--- config.mk ---
export PLATFORM = sky130hd
export DESIGN_NAME = pipeline_pack_reduce
export DESIGN_NICKNAME = d
export VERILOG_FILES = /design/src/rtl/pipeline_pack_reduce.sv
export SDC_FILE = /design/constraint.sdc
export NUM_CORES = 1
export LEC_CHECK = 0
export BUFFER_PORTS_ARGS = -buffer_cell sky130_fd_sc_hd__buf_4
export CORE_MARGIN = 1
export CORE_UTILIZATION = 39
export CTS_CLUSTER_SIZE = 24
export DETAILED_ROUTE_END_ITERATION = 12
export GPL_ROUTABILITY_DRIVEN = 0
export HOLD_SLACK_MARGIN = 0.08
export PLACE_DENSITY_LB_ADDON = 0.08
export SLEW_MARGIN = 15
export SYNTH_ARGS = -nofsm -noshare
export SYNTH_HDL_FRONTEND = slang
export SYNTH_SLANG_ARGS = --single-unit
--- constraint.sdc ---
create_clock -name clk -period 4.7 [get_ports clk]
set_input_delay 0.94 -clock clk [delete_from_list [all_inputs] [get_ports clk]]
set_output_delay 0.94 -clock clk [all_outputs]
set_load 0.02 [all_outputs]
--- src/rtl/pipeline_pack_reduce.sv ---
// Output-combining stage for a pack of lane pipelines: registered adder/max trees,
// botIndex tagging and a saturating running total per top.
module pipeline_pack_reduce #(
  parameter int NUM_LANES             = 4,
  parameter int SUM_WIDTH             = 38,
  parameter int COUNT_WIDTH           = 3,
  parameter int FULLNESS_WIDTH        = 5,
  parameter int ADDR_WIDTH            = 9,
  parameter int TOTAL_WIDTH           = 48,
  parameter int ALMOST_FULL_THRESHOLD = 20,
  localparam int L = (NUM_LANES <= 1) ? 1 : $clog2(NUM_LANES)
) (
  input  logic                                clk,
  input  logic                                rst,
  input  logic [NUM_LANES*SUM_WIDTH-1:0]      laneSums,
  input  logic [NUM_LANES*COUNT_WIDTH-1:0]    laneCounts,
  input  logic [NUM_LANES*FULLNESS_WIDTH-1:0] laneFullness,
  input  logic                                inValid,
  input  logic [ADDR_WIDTH-1:0]               inBotIndex,
  input  logic                                clearTotal,
  output logic                                outValid,
  output logic [ADDR_WIDTH-1:0]               outBotIndex,
  output logic [SUM_WIDTH+L-1:0]              summedData,
  output logic [COUNT_WIDTH+L-1:0]            pcoeffCount,
  output logic [FULLNESS_WIDTH-1:0]           maxFullness,
  output logic                                almostFull,
  output logic [TOTAL_WIDTH-1:0]              totalSum,
  output logic                                totalOverflow
);

  localparam int P  = 1 << L;
  localparam int SW = SUM_WIDTH + L;
  localparam int CW = COUNT_WIDTH + L;
  localparam int AW = ((TOTAL_WIDTH > SW) ? TOTAL_WIDTH : SW) + 1;
  localparam logic [TOTAL_WIDTH-1:0]    TOTAL_MAX = '1;
  localparam logic [FULLNESS_WIDTH-1:0] AF_TH     = FULLNESS_WIDTH'(ALMOST_FULL_THRESHOLD);

  function automatic logic [FULLNESS_WIDTH-1:0] max_f(input logic [FULLNESS_WIDTH-1:0] a,
                                                       input logic [FULLNESS_WIDTH-1:0] b);
    max_f = (a >= b) ? a : b;
  endfunction

  // Returns {overflow, value}; value clamps to all ones when the true sum does not fit.
  function automatic logic [TOTAL_WIDTH:0] sat_add(input logic [TOTAL_WIDTH-1:0] a,
                                                   input logic [SW-1:0] b);
    logic [AW-1:0] s;
    s = AW'(a) + AW'(b);
    if (s > AW'(TOTAL_MAX)) sat_add = {1'b1, TOTAL_MAX};
    else                    sat_add = {1'b0, s[TOTAL_WIDTH-1:0]};
  endfunction

  logic [SW-1:0]             lane_sum  [P];
  logic [CW-1:0]             lane_cnt  [P];
  logic [FULLNESS_WIDTH-1:0] lane_full [P];

  for (genvar j = 0; j < P; j++) begin : g_pad
    if (j < NUM_LANES) begin : g_live
      assign lane_sum[j]  = SW'(laneSums[j*SUM_WIDTH +: SUM_WIDTH]);
      assign lane_cnt[j]  = CW'(laneCounts[j*COUNT_WIDTH +: COUNT_WIDTH]);
      assign lane_full[j] = laneFullness[j*FULLNESS_WIDTH +: FULLNESS_WIDTH];
    end else begin : g_zero
      assign lane_sum[j]  = '0;
      assign lane_cnt[j]  = '0;
      assign lane_full[j] = '0;
    end
  end

  logic [SW-1:0]             sum_p  [1:L][P/2];
  logic [CW-1:0]             cnt_p  [1:L][P/2];
  logic [FULLNESS_WIDTH-1:0] full_p [1:L][P/2];
  logic [ADDR_WIDTH-1:0]     idx_p  [1:L];
  logic [L:1]                vld_p;
  logic [L:0]                en_all;

  // en_all[k] is the valid bit entering tree level k+1; en_all[L] is the output valid.
  assign en_all = {vld_p, inValid};

  // Tree levels p1..pL: data only advances with its valid so the output holds between results.
  always_ff @(posedge clk or negedge rst) begin
    if (!rst) begin
      vld_p <= '0;
      for (int k = 1; k <= L; k++) begin
        idx_p[k] <= '0;
        for (int j = 0; j < P/2; j++) begin
          sum_p[k][j]  <= '0;
          cnt_p[k][j]  <= '0;
          full_p[k][j] <= '0;
        end
      end
    end else begin
      vld_p <= en_all[L-1:0];
      for (int j = 0; j < P/2; j++)
        full_p[1][j] <= max_f(lane_full[2*j], lane_full[2*j+1]);
      if (inValid) begin
        idx_p[1] <= inBotIndex;
        for (int j = 0; j < P/2; j++) begin
          sum_p[1][j] <= lane_sum[2*j] + lane_sum[2*j+1];
          cnt_p[1][j] <= lane_cnt[2*j] + lane_cnt[2*j+1];
        end
      end
      for (int k = 2; k <= L; k++) begin
        for (int j = 0; j < (P >> k); j++)
          full_p[k][j] <= max_f(full_p[k-1][2*j], full_p[k-1][2*j+1]);
        if (vld_p[k-1]) begin
          idx_p[k] <= idx_p[k-1];
          for (int j = 0; j < (P >> k); j++) begin
            sum_p[k][j] <= sum_p[k-1][2*j] + sum_p[k-1][2*j+1];
            cnt_p[k][j] <= cnt_p[k-1][2*j] + cnt_p[k-1][2*j+1];
          end
        end
      end
    end
  end

  assign outValid    = en_all[L];
  assign outBotIndex = idx_p[L];
  assign summedData  = sum_p[L][0];
  assign pcoeffCount = cnt_p[L][0];
  assign maxFullness = full_p[L][0];
  assign almostFull  = (maxFullness >= AF_TH);

  logic [TOTAL_WIDTH-1:0] total_q;
  logic                   ovf_q;
  logic [TOTAL_WIDTH-1:0] acc_base;
  logic [TOTAL_WIDTH:0]   add_res;

  // A clear coincident with a result restarts the total from that result.
  assign acc_base = clearTotal ? '0 : total_q;
  assign add_res  = sat_add(acc_base, summedData);

  // Running total stage, one cycle behind the output stage.
  always_ff @(posedge clk or negedge rst) begin
    if (!rst) begin
      total_q <= '0;
      ovf_q   <= 1'b0;
    end else if (outValid) begin
      total_q <= add_res[TOTAL_WIDTH-1:0];
      ovf_q   <= !clearTotal && (ovf_q || add_res[TOTAL_WIDTH]);
    end else if (clearTotal) begin
      total_q <= '0;
      ovf_q   <= 1'b0;
    end
  end

  assign totalSum      = total_q;
  assign totalOverflow = ovf_q;

endmodule

After elaboration in Yosys (flattened, before gate mapping)
Index checks and enable logic that the tools add are counted. Widths: inputs -> output; s select.

Register bits after elaboration: 219. Bits of input ports: 197. Output and inout bits: 110. Word-level logic and storage cells: 38.

Add/sub/neg operators: 7. Magnitude comparators: 5. Muxes and demuxes: 8. Reductions and logical operators: 4.

Operators by type and width (number): $mux 48 (2); $add 38x38->39 (2); $add 48x40->49 (1); $gt 49x48->1 const B (1); $mux 49 (1); $add 40x40->40 (1); $ge 5x5->1 (3); $mux 5 (3); $add 3x3->4 (2); $add 5x5->5 (1); $ge 5x5->1 const B (1); $mux 1 (2); $reduce_bool 2->1 (1); $logic_and 1x1->1 (1); $logic_not 1->1 (1); $logic_or 1x1->1 (1).

Logic depth before layout (Yosys ltp)
Depth in word-level cells: 7. Depth in mapped cells: 16. Gate-level depth less buffers: 13.

Least setup slack after synthesis
Ideal clock, no wire load.

Path type: in2reg. From: input port clearTotal. To: register total_q[43], in the netlist totalSum[43]. Library setup time: 139 ps. Arrival time: 3982 ps. Required time: 4561 ps. Setup slack: 579 ps. Stages on the path: 13. Path buffers: 2. Cells stage by stage: clkbuf_1 clkbuf_1 nor2b_1 ha_1 and4_4 nand3_2 or3b_4 a2111oi_4 o211ai_2 a21oi_2 o2111a_2 nor3_1 or4b_1.

Word-level cells in the longest chain between the ends: 5.

Ends and longest elaborated chain: start: declaration (line 20) `input logic clearTotal,`; $mux 48 *; $add 48x40->49 (line 47) `s = AW'(a) + AW'(b);`; $gt 49x48->1 (line 48) `if (s > AW'(TOTAL_MAX)) sat_add = {1'b1, TOTAL_MAX};`; $mux 49 (line 48); $mux 48 * (line 136) `end else if (outValid) begin`; end signal: assignment (line 137) `total_q <= add_res[TOTAL_WIDTH-1:0];`; end: declaration (line 122) `logic [TOTAL_WIDTH-1:0] total_q;`.

Mark *: on every way between the ends. The rest lies on a longest branch, timed or not. A chain may end at the register's enable or synchronous reset.

Worst setup path in the final report
From: input port clearTotal. To: register total_q[42], in the netlist totalSum[42].

Same word-level chain as after synthesis.

==> reports/metrics.yaml <==
timing:
  max_freq_mhz: 264
  layout_min_cycle_time_ns: 3.78
  tns_ns: 0
  slew_violations: 0
  worst_slew_pin_slew_ns: 0.946
  rsz0062_at_grt: "false"
  skew_ns: 0.0264
  setup_viol: 0
  max_slew_margin_pct: 37.0
  postLayoutSetupSlackWorst_ns: 0.919
  finalCritPeriodShare_pct: 80.4
  finalHoldViolCount: 0
final_layout:
  drive_above_1_share_pct: 21.8
  stdcell_count: 2816
  final_cell_area_sq_um: 21000
  final_core_util_pct: 47.3
  final_cell_mix: "buf_4, dfrtp_1, ha_1"
  n_antenna_cell: 0
  synthToLayoutAreaGrowth_pct: 19.1
  layout_commonest_cell: "buf_4"
  nets: 2589
power:
  power.switching_mw: 4.77
  p_leak_nw: 9.82
  swShare_pct: 42.6
  pwr-share-clk_pct: 18.8
  combPwrFrac_pct: 54.6
  power_frac_seq_pct: 26.6
  power_density_nw_per_um2: 533
  vdd_ir_drop_max_mv: 0.311
  internal_power_mw: 6.43
drt:
  drt_iter0_drc: 931
  avgRoutedWirePerCell_um: 17.6
  dr.pass1.iters: 5
  routed_wl_mm: 49.6
  postRouteAntennaNets: 0
  vias: 15300
  drc: 0
  vias_per_cell: 5.44
yosys:
  synthXorXnorAreaFrac_pct: 5.61
  synth_cells: 1987
  synthArstFlopShare_pct: 100
  yosys.area.top_type: "dfrtp_1"
  syn_nets: 2371
  muxShareOfSynthArea_pct: 6.41
  synth-simple-area-share_pct: 14.7
  yosys.area.top_type_share_pct: 30.5
  synth_compound_area_share_pct: 23.4
  yosys_warnings: 0
  synth_cell_types: 78
  syn_avg_cell_area_sq_um: 8.89
  ys_seq_area_share_pct: 30.5
  synth_fa_ha_area_share_pct: 13.5
  synth-edff-count: 0
  synth_top_family_by_area: "compound AO/OA/AOI/OAI gates"
  yosys-top-cells-area: "dfrtp_1, ha_1, mux2_2"
  syn-cell-area_sq_um: 17700
  ys_ff_latch: 215
  synth-main-ff-cell: "dfrtp_1"
placement:
  place_area_sq_um: 20100
  io_buffers: 306
  post-place-cells: 2769
  dp_hpwl_mm: 39.6
  pre_cts_ws_ns: 0.359
critical_path:
  crit_chain: "buf_4, buf_4, nor2b_1, ha_1, inv_1, nor3_1, nand3_1, nor3_1, o21ai_0, nand3_1, a41o_1, buf_4, nor3b_1, a211oi_1"
  startpoint_type: "primary input"
  regToRegSetupSlack_ns: 1.01
  worstPathRequired_ns: 5.13
  critPathKind: "primary input to flop"
  arrival_ns: 4.21
  r2r_start: "totalSum[0]"
  crit_slowest_cell: "buf_4"
  end_kind: "flop"
  worst_path_most_repeated_cell: "buf_4"
  critPathMaxFanout: 38
  reg2reg_depth: 15
  r2r_end: "totalSum[42]"
  cp_slowest_stage_delay_ns: 0.41
clocking:
  cts_buffers: 26
  cts_resized: 0
  cts_hold_buf: 0
  ctsLongestPathBuffers: 3
  cts_tree: "yes"
  clock_tree.htree_level_count: 1
  clk_pin_slew_worst_paths_ns: 0.06
  post-cts-setup-buffers: 0
  clockRootBuffer: "clkbuf_16"
  cts.sinks: 215
  clkLatencyLatePin_ns: 0.57
floorplan:
  initial_core_util_pct: 39.8
  fp.dieH_um: 215
  core_sq_um: 44400
  std_cell_rows: 77
  io_pins: 307
  die_w_um: 215
  die-area_sq_um: 46100
hold_path:
  min_path_type: "primary input to async pin"
global_routing:
  grt_usage_pct: 21.1
  grt_max_degree: 76
  antenna_found_initial: 0
  grt_pass1_vias: 14700
  grt_pass1_wl_mm: 79.5
  grt.overflow.total: 0
run:
  drv_cap: 0
outcome:
  status: "finished, final reports clean"
[synthesized netlist by cell type (7+ instances only)]
cell	n
xor2_1	39
o21bai_1	19
nand2_1	127
a21boi_0	7
a2111oi_0	8
nand2b_1	32
nor3_1	28
or3_1	9
a211o_1	8
a31oi_1	56
o2111ai_1	9
a21o_1	86
a211oi_1	25
nor2_1	134
clkbuf_1	65
o21a_1	20
dfrtp_1	215
o31ai_1	16
and3_1	14
nor2b_1	58
xnor2_1	74
ha_1	180
and2_1	9
mux2_2	96
nand3b_1	7
fa_1	7
o211ai_1	17
inv_1	89
a21oi_1	176
nor3b_1	9
buf_4	59
nand3_1	41
o311ai_0	7
o21ai_0	112
nand4_1	20
[flip-flops by register name, indices dropped and copies added (netlist names), 5 cells and up]
name,flops
totalSum,48
maxFullness,5
summedData,40
sum_p,78
full_p,10
idx_p,9
cnt_p,8
outBotIndex,9
pcoeffCount,5
[power groups by stage]
stage               sequential (mW)  clock [mW]  combinational (mW)
global placement               3.01           0                6.06
detailed placement             3.01           0                6.09
finish                         2.98        2.11                6.12
global route                   3.06        2.24                6.74
floorplan                      2.97           0                4.42
CTS                            2.99        2.17                6.13
[worst max-delay path, delay by kind of cell]
kind / cells / cell delay (ns)
compound gates: 3 / 0.62
simple gates: 6 / 1.30
buf+inv: 4 / 0.95
fa+ha+maj: 1 / 0.39
[per-layer routing]
metal	track usage (%)	up-vias	part of all wire (%)
met1	31.6	7200	51
met4	4.76	0	1.8
met5	0	-	0
li1	-	7697	-
met3	2.12	50	4.0
met2	32.5	366	43
[through the flow]
stage / power, mW / hold WS, ns
after floorplan: 7.40 / 0.352
after global placement: 9.07 / 0.473
after detailed placement: 9.11 / 0.477
after CTS: 11.3 / 0.347
after global routing: 12.0 / 0.379
final: 11.2 / 0.346
[layout make-up]
cell class                      count  area, sq um
Multi-Input combinational cell   1552        11200
Clock inverter                     14          191
Clock buffer                       33          707
Timing Repair Buffer              321         2440
Sequential cell                   215         5380
Tap cell                          592          741
Inverter                           89          334
Fill cell                        4310        23400
[cells by family (layout without fill, tap and decap cells)]
family          Yosys count  in the layout
buf+inv                 220            457
mux                     101            101
simple gates            519            519
flops                   215            215
fa+ha+maj               187            187
xor+xnor                113            113
compound gates          632            632
[worst max-delay path by stage]
stage | startpoint | end | slack (ns)
after global placement | clearTotal | totalSum[43] | 0.44
after global routing | clearTotal | totalSum[42] | 0.58
after CTS | clearTotal | totalSum[42] | 0.95
after floorplan | clearTotal | totalSum[43] | 0.58
final | clearTotal | totalSum[42] | 0.92
after detailed placement | clearTotal | totalSum[42] | 0.36
Power figures use the tool's default switching activity.
